`config.mk`:
```
export PLATFORM = sky130hd
export DESIGN_NAME = div_reservation_station_flat
export DESIGN_NICKNAME = d
export VERILOG_FILES = /design/src/rtl/div_reservation_station_if.sv /design/src/rtl/div_reservation_station.sv /design/src/flat_wrapper.sv
export SDC_FILE = /design/constraint.sdc
export NUM_CORES = 1
export LEC_CHECK = 0
export CAP_MARGIN = 20
export CORE_MARGIN = 2
export CORE_UTILIZATION = 40
export CTS_BUF_LIST = sky130_fd_sc_hd__clkbuf_16
export DETAILED_ROUTE_END_ITERATION = 12
export PLACE_DENSITY_LB_ADDON = 0.08
export SLEW_MARGIN = 10
export SYNTH_ARGS = -nofsm -noshare
export SYNTH_HDL_FRONTEND = slang
export SYNTH_SLANG_ARGS = --single-unit
```
`constraint.sdc`:
```
create_clock -name clk -period 17.2 [get_ports clk]
set_input_delay 3.44 -clock clk [delete_from_list [all_inputs] [get_ports clk]]
set_output_delay 3.44 -clock clk [all_outputs]
set_load 0.01 [all_outputs]
```
`src/rtl/div_reservation_station_if.sv`:
```
// Bundle of dispatch, CDB and divider signals around the divider reservation station.
//   master : environment side. It drives dispatch, CDB and div_busy, and observes rs_full and
//            the registered divider issue outputs.
//   slave  : reservation station side.
// DATA_WIDTH and TAG_WIDTH must match the parameters of the attached div_reservation_station.
interface div_reservation_station_if #(
  parameter int unsigned DATA_WIDTH = 32,
  parameter int unsigned TAG_WIDTH  = 6
) ();
  // Dispatch
  logic                  dispatch_valid;
  logic [DATA_WIDTH-1:0] dispatch_Vj;
  logic [DATA_WIDTH-1:0] dispatch_Vk;
  logic [TAG_WIDTH-1:0]  dispatch_Qj;
  logic [TAG_WIDTH-1:0]  dispatch_Qk;
  logic [TAG_WIDTH-1:0]  dispatch_tag;
  logic                  rs_full;
  // Common data bus
  logic                  cdb_valid;
  logic [TAG_WIDTH-1:0]  cdb_tag;
  logic [DATA_WIDTH-1:0] cdb_data;
  // Divider
  logic                  div_enable;
  logic [DATA_WIDTH-1:0] div_operand_1;
  logic [DATA_WIDTH-1:0] div_operand_2;
  logic [TAG_WIDTH-1:0]  div_tag_in;
  logic                  div_busy;

  modport master (
    output dispatch_valid, dispatch_Vj, dispatch_Vk, dispatch_Qj, dispatch_Qk, dispatch_tag,
    output cdb_valid, cdb_tag, cdb_data, div_busy,
    input  rs_full, div_enable, div_operand_1, div_operand_2, div_tag_in
  );

  modport slave (
    input  dispatch_valid, dispatch_Vj, dispatch_Vk, dispatch_Qj, dispatch_Qk, dispatch_tag,
    input  cdb_valid, cdb_tag, cdb_data, div_busy,
    output rs_full, div_enable, div_operand_1, div_operand_2, div_tag_in
  );
endinterface

```
`src/rtl/div_reservation_station.sv`:
```
// Reservation station for the divider functional unit.
// It accepts DIV/DIVU operations from dispatch. Missing operands are captured by snooping the
// CDB. Ready entries are issued one at a time, lowest index first, to the divider.
// Ports:
//   clk   : clock, rising edge
//   reset : asynchronous active-high reset
//   flush : synchronous squash of all entries and any pending issue strobe
//   bus   : dispatch (valid/Vj/Vk/Qj/Qk/tag, rs_full), CDB (valid/tag/data) and divider
//           (enable/operand_1/operand_2/tag_in out, busy in); tag 0 means "value present"
module div_reservation_station #(
  parameter int unsigned DEPTH      = 4,
  parameter int unsigned DATA_WIDTH = 32,
  parameter int unsigned TAG_WIDTH  = 6
) (
  input logic                      clk,
  input logic                      reset,
  input logic                      flush,
  div_reservation_station_if.slave bus
);
  localparam int unsigned IdxW = (DEPTH > 1) ? $clog2(DEPTH) : 1;

  typedef logic [DATA_WIDTH-1:0] data_t;
  typedef logic [TAG_WIDTH-1:0]  tag_t;

  // Entry storage
  logic [DEPTH-1:0] valid_q, valid_d;
  data_t            vj_q[DEPTH], vj_d[DEPTH];
  data_t            vk_q[DEPTH], vk_d[DEPTH];
  tag_t             qj_q[DEPTH], qj_d[DEPTH];
  tag_t             qk_q[DEPTH], qk_d[DEPTH];
  tag_t             tag_q[DEPTH], tag_d[DEPTH];

  // Registered divider outputs
  logic  div_enable_q, div_enable_d;
  data_t div_op1_q, div_op1_d;
  data_t div_op2_q, div_op2_d;
  tag_t  div_tag_q, div_tag_d;

  logic [DEPTH-1:0] ready;
  logic [IdxW-1:0]  issue_idx, free_idx;
  logic             rs_full, issue, accept;
  logic             byp_j, byp_k;

  // Readiness is taken from registered state only, so a CDB capture becomes issuable the
  // following cycle. The loops run from high to low index so the lowest index wins.
  always_comb begin
    ready     = '0;
    issue_idx = '0;
    free_idx  = '0;
    for (int i = int'(DEPTH) - 1; i >= 0; i--) begin
      ready[i] = valid_q[i] && (qj_q[i] == '0) && (qk_q[i] == '0);
      if (ready[i]) issue_idx = IdxW'(i);
      if (!valid_q[i]) free_idx = IdxW'(i);
    end
  end

  assign rs_full = &valid_q;
  // !div_enable_q is required: the divider raises busy only one cycle after it samples enable.
  assign issue   = !bus.div_busy && !div_enable_q && (|ready) && !flush;
  // The slot freed by an issue is not visible to dispatch until the next cycle.
  assign accept  = bus.dispatch_valid && !rs_full;

  // Same-cycle CDB bypass into the dispatched entry
  assign byp_j = bus.cdb_valid && (bus.dispatch_Qj != '0) && (bus.dispatch_Qj == bus.cdb_tag);
  assign byp_k = bus.cdb_valid && (bus.dispatch_Qk != '0) && (bus.dispatch_Qk == bus.cdb_tag);

  always_comb begin
    valid_d      = valid_q;
    vj_d         = vj_q;
    vk_d         = vk_q;
    qj_d         = qj_q;
    qk_d         = qk_q;
    tag_d        = tag_q;
    div_enable_d = 1'b0;
    div_op1_d    = div_op1_q;
    div_op2_d    = div_op2_q;
    div_tag_d    = div_tag_q;

    // CDB snoop; both operands of one entry may capture from the same broadcast
    for (int i = 0; i < int'(DEPTH); i++) begin
      if (valid_q[i] && bus.cdb_valid) begin
        if ((qj_q[i] != '0) && (qj_q[i] == bus.cdb_tag)) begin
          vj_d[i] = bus.cdb_data;
          qj_d[i] = '0;
        end
        if ((qk_q[i] != '0) && (qk_q[i] == bus.cdb_tag)) begin
          vk_d[i] = bus.cdb_data;
          qk_d[i] = '0;
        end
      end
    end

    if (issue) begin
      valid_d[issue_idx] = 1'b0;
      div_enable_d       = 1'b1;
      div_op1_d          = vj_q[issue_idx];
      div_op2_d          = vk_q[issue_idx];
      div_tag_d          = tag_q[issue_idx];
    end

    if (accept) begin
      valid_d[free_idx] = 1'b1;
      vj_d[free_idx]    = byp_j ? bus.cdb_data : bus.dispatch_Vj;
      vk_d[free_idx]    = byp_k ? bus.cdb_data : bus.dispatch_Vk;
      qj_d[free_idx]    = byp_j ? '0 : bus.dispatch_Qj;
      qk_d[free_idx]    = byp_k ? '0 : bus.dispatch_Qk;
      tag_d[free_idx]   = bus.dispatch_tag;
    end

    // Flush overrides dispatch, snoop and issue; the operand/tag outputs keep their values.
    if (flush) begin
      valid_d      = '0;
      div_enable_d = 1'b0;
      for (int i = 0; i < int'(DEPTH); i++) begin
        vj_d[i]  = '0;
        vk_d[i]  = '0;
        qj_d[i]  = '0;
        qk_d[i]  = '0;
        tag_d[i] = '0;
      end
    end
  end

  always_ff @(posedge clk or posedge reset) begin
    if (reset) begin
      valid_q      <= '0;
      div_enable_q <= 1'b0;
      div_op1_q    <= '0;
      div_op2_q    <= '0;
      div_tag_q    <= '0;
      for (int i = 0; i < int'(DEPTH); i++) begin
        vj_q[i]  <= '0;
        vk_q[i]  <= '0;
        qj_q[i]  <= '0;
        qk_q[i]  <= '0;
        tag_q[i] <= '0;
      end
    end else begin
      valid_q      <= valid_d;
      vj_q         <= vj_d;
      vk_q         <= vk_d;
      qj_q         <= qj_d;
      qk_q         <= qk_d;
      tag_q        <= tag_d;
      div_enable_q <= div_enable_d;
      div_op1_q    <= div_op1_d;
      div_op2_q    <= div_op2_d;
      div_tag_q    <= div_tag_d;
    end
  end

  assign bus.rs_full       = rs_full;
  assign bus.div_enable    = div_enable_q;
  assign bus.div_operand_1 = div_op1_q;
  assign bus.div_operand_2 = div_op2_q;
  assign bus.div_tag_in    = div_tag_q;

endmodule

```
`src/flat_wrapper.sv`:
```
// flat-port wrapper written by rule: the top's interface ports become plain ports
module div_reservation_station_flat 
#(
  parameter int unsigned DEPTH      = 4,
  parameter int unsigned DATA_WIDTH = 32,
  parameter int unsigned TAG_WIDTH  = 6
)
  (clk, reset, flush, bus_dispatch_valid, bus_dispatch_Vj, bus_dispatch_Vk, bus_dispatch_Qj, bus_dispatch_Qk, bus_dispatch_tag, bus_cdb_valid, bus_cdb_tag, bus_cdb_data, bus_div_busy, bus_rs_full, bus_div_enable, bus_div_operand_1, bus_div_operand_2, bus_div_tag_in);
  div_reservation_station_if #(.DATA_WIDTH(DATA_WIDTH), .TAG_WIDTH(TAG_WIDTH)) bus_i ();
  input logic clk;
  input logic reset;
  input logic flush;
  input wire logic [$bits(bus_i.dispatch_valid)-1:0] bus_dispatch_valid;
  input wire logic [$bits(bus_i.dispatch_Vj)-1:0] bus_dispatch_Vj;
  input wire logic [$bits(bus_i.dispatch_Vk)-1:0] bus_dispatch_Vk;
  input wire logic [$bits(bus_i.dispatch_Qj)-1:0] bus_dispatch_Qj;
  input wire logic [$bits(bus_i.dispatch_Qk)-1:0] bus_dispatch_Qk;
  input wire logic [$bits(bus_i.dispatch_tag)-1:0] bus_dispatch_tag;
  input wire logic [$bits(bus_i.cdb_valid)-1:0] bus_cdb_valid;
  input wire logic [$bits(bus_i.cdb_tag)-1:0] bus_cdb_tag;
  input wire logic [$bits(bus_i.cdb_data)-1:0] bus_cdb_data;
  input wire logic [$bits(bus_i.div_busy)-1:0] bus_div_busy;
  output wire logic [$bits(bus_i.rs_full)-1:0] bus_rs_full;
  output wire logic [$bits(bus_i.div_enable)-1:0] bus_div_enable;
  output wire logic [$bits(bus_i.div_operand_1)-1:0] bus_div_operand_1;
  output wire logic [$bits(bus_i.div_operand_2)-1:0] bus_div_operand_2;
  output wire logic [$bits(bus_i.div_tag_in)-1:0] bus_div_tag_in;
  assign bus_i.dispatch_valid = bus_dispatch_valid;
  assign bus_i.dispatch_Vj = bus_dispatch_Vj;
  assign bus_i.dispatch_Vk = bus_dispatch_Vk;
  assign bus_i.dispatch_Qj = bus_dispatch_Qj;
  assign bus_i.dispatch_Qk = bus_dispatch_Qk;
  assign bus_i.dispatch_tag = bus_dispatch_tag;
  assign bus_i.cdb_valid = bus_cdb_valid;
  assign bus_i.cdb_tag = bus_cdb_tag;
  assign bus_i.cdb_data = bus_cdb_data;
  assign bus_i.div_busy = bus_div_busy;
  assign bus_rs_full = bus_i.rs_full;
  assign bus_div_enable = bus_i.div_enable;
  assign bus_div_operand_1 = bus_i.div_operand_1;
  assign bus_div_operand_2 = bus_i.div_operand_2;
  assign bus_div_tag_in = bus_i.div_tag_in;
  div_reservation_station #(.DEPTH(DEPTH), .DATA_WIDTH(DATA_WIDTH), .TAG_WIDTH(TAG_WIDTH)) u_core (.clk(clk), .reset(reset), .flush(flush), .bus(bus_i));
endmodule
```
==> results.py <==
metrics = {
    "status": {
        "status": "complete, no violations",
    },
    "clock_network": {
        "cts_tree": "built",
        "cts_inserted_buffers": 47,
        "cts_sinks": 403,
        "clk_root_buffer_cell": "clkbuf_16",
        "clkLatencyLatePin_ns": 0.59,
        "hold_buffers": 0,
        "ctsResizeCount": 0,
        "clockBufferDepth": 3,
        "h-tree-depth": 2,
        "clk_pin_slew_ns": 0.06,
        "cts_setup_buffers": 0,
    },
    "route": {
        "wl_per_cell_um": 28.2,
        "drt_iter0_drc": 1893,
        "vias_per_cell": 6.52,
        "wirelength_um": 80300,
        "drcViolationCount": 0,
        "vias": 18590,
        "ant_nets": 0,
        "firstDrtPassIters": 6,
    },
    "floorplanning": {
        "die_area_sq_um": 55200,
        "die_y_um": 235,
        "initial_core_util_pct": 40.5,
        "io-pin-count": 198,
        "die_x_um": 235,
        "core_area_sq_um": 52700,
        "num_rows": 84,
    },
    "timing": {
        "tns_ns": 0,
        "fin_crit_sh_pct": 40.5,
        "fin_skew_ns": 0.0166,
        "hold_viol_final": 0,
        "setup_viol": 0,
        "slew_headroom_pct": 24.5,
        "worst_pin_slew_ns": 1.13,
        "setup_slack_ns": 10.23,
        "period_minus_slack_ns": 6.97,
        "finalMaxSlewViolations": 0,
        "rsz0062_at_grt": "no",
        "holdWs_ns": 0.493,
        "fmax_ghz": 0.144,
    },
    "yosys": {
        "ys_seq_area_share_pct": 47.3,
        "synth_edf_count": 0,
        "synth-warning-count": 0,
        "synthTopCellsByArea": "dfrtp_1 47%, mux2i_1 9.0%, a211oi_1 5.6%",
        "syn_avg_cell_area_sq_um": 10.2,
        "synth_cell_types": 52,
        "syn_nets": 2225,
        "synth_area_sq_um": 21300,
        "synth_area_leader_cell": "dfrtp_1",
        "async_reset_ff_share_pct": 100,
        "ys_seq_elements": 403,
        "synth_top_flop_cell": "dfrtp_1",
        "synth_top_area_share_pct": 47.3,
        "synthCells": 2099,
    },
    "power_and_ir_drop": {
        "pwr-share-seq_pct": 43.6,
        "switching_share_pct": 29.3,
        "p_sw_mw": 0.768,
        "power_frac_comb_pct": 20.5,
        "clockPowerShare_pct": 35.9,
        "ir_worst_vdd_v": 0.0000768,
        "p_int_mw": 1.85,
        "powerDensity_nw_per_um2": 105,
        "leakagePower_nw": 11.4,
    },
    "critical_path": {
        "end_kind": "flip-flop",
        "crit_arrival_ns": 7.38,
        "critical_path_class": "in2reg",
        "cp-start-kind": "primary input",
        "cp_max_fo": 35,
        "crit_start": "bus_cdb_tag[3]",
        "cp_data_required_time_ns": 17.62,
        "r2r_start": "u_core.qk_q[3]$_DFF_PP0_",
    },
    "global_route": {
        "antenna_found_initial": 0,
        "overflow": 0,
        "grt.busiest_layer": "met2",
        "grt_util_met3_pct": 4.52,
        "first_global_vias": 18822,
        "grt_max_degree": 171,
        "grt_pass1_wl_um": 122000,
        "grt_usage_pct": 28.5,
        "grtUsageMet2_pct": 44.9,
        "grtUsageMet1_pct": 39.7,
    },
    "placement": {
        "dp.final_hpwl_um": 44700,
        "place_ws_ns": 9.70,
        "place_congestion": 0.824,
        "numPortBuffers": 197,
    },
    "cells_and_area": {
        "syn_to_final_growth_pct": 17.0,
        "post-route-util_pct": 47.4,
        "final_nets": 2260,
        "diodes": 0,
        "drive_gt1_share_pct": 8.04,
        "final_cell_mix": "403 x dfrtp_1, 196 x clkdlybuf4s50_1, 191 x mux2i_1",
        "final_common_cell": "dfrtp_1",
    },
    "min_path": {
        "hp-class": "reg2reg",
        "worstHoldStart": "u_core.vk_q[27]$_DFF_PP0_",
    },
    "flow_run": {
        "cap_violations": 0,
    },
}
-- final timing paths --
| kind | cells after the start | slack, ns | to |
|---|---|---|---|
| setup / recovery | 6 | 10.23 | u_core.vk_q[22]$_DFF_PP0_ |
| hold / removal | 1 | 0.49 | u_core.bus.div_operand_2[27]$_DFFE_PP0N_ |
| setup reg to reg | 5 | 13.65 | u_core.vk_q[22]$_DFF_PP0_ |
| hold reg to reg | 1 | 0.49 | u_core.bus.div_operand_2[27]$_DFFE_PP0N_ |
| max in group asynchronous | 3 | 12.28 | u_core.vj_q[92]$_DFF_PP0_ |
| min in group asynchronous | 2 | 3.40 | u_core.vj_q[104]$_DFF_PP0_ |
-- synth_stat cells (all sizes together) (8+ instances only) --
cell type	number
dfrtp	403
clkbuf	207
mux2i	191
a211oi	177
a21oi	150
o22ai	133
nor2	120
nand2	69
and2	65
a221oi	64
o221ai	64
nor4	57
inv	47
nand3	44
buf	39
xor2	37
o221a	32
o31a	29
a22o	24
o31ai	22
xnor2	21
o211a	20
nor3	9
a211o	8
a32oi	8
nand4	8
-- cells by family after synthesis --
family                    synth area share [%]
and+or+nand+nor                           9.65
muxes                                     8.96
AOI/OAI and AO/OA                         26.1
buffers and inverters                     5.67
DFF                                       47.3
xor gates and xnor gates                  2.38
-- state kept, by name, indices dropped and copies added (netlist names) --
signal,cells
u_core.bus.div_enable,1
u_core.bus.div_operand_1,32
u_core.bus.div_operand_2,32
u_core.bus.div_tag_in,6
u_core.qj_q,24
u_core.qk_q,24
u_core.tag_q,24
u_core.valid_q,4
u_core.vj_q,128
u_core.vk_q,128
-- layout make-up --
cell class	count	area [sq um]
fillers	4840	27700
multi-input cells	1403	10200
flip-flops and latches	403	10100
repair buffers	232	2250
clock buffers	49	1230
well taps	688	861
inverters	47	184
clock inverters	29	164
-- critical path, stage by stage --
cell and delay [ns]:
clkdlybuf4s50_1 0.82, xor2_1 0.31, or4_2 1.18, or3_2 1.07, a211oi_1 0.44, a211oi_1 0.09
-- power groups by stage --
stage / Combinational (mW) / Clock, mW / Sequential [mW]
6_report: 0.537 / 0.941 / 1.14
5_1_grt: 0.581 / 0.998 / 1.15
4_1_cts: 0.541 / 0.958 / 1.14
3_5_place_dp: 0.537 / 0 / 1.16
3_3_place_gp: 0.534 / 0 / 1.16
2_1_floorplan: 0.212 / 0 / 1.17
-- metal layers --
layer | part of all wire (%) | routed length, um
met1 | 44 | 35200
met2 | 46 | 37200
met5 | 0 | 0
met3 | 6.8 | 5500
met4 | 3.0 | 2440
-- stage by stage --
step                      area [sq um]  total power, mW  cells
after global placement           23600             1.69   2773
after CTS                        25000             2.64   2851
after floorplan                  21300             1.38   2099
after detailed placement         23600             1.69   2773
final                            25000             2.62   2851
after global routing             25000             2.73   2851
No activity file was read; power rests on OpenSTA's default activity.
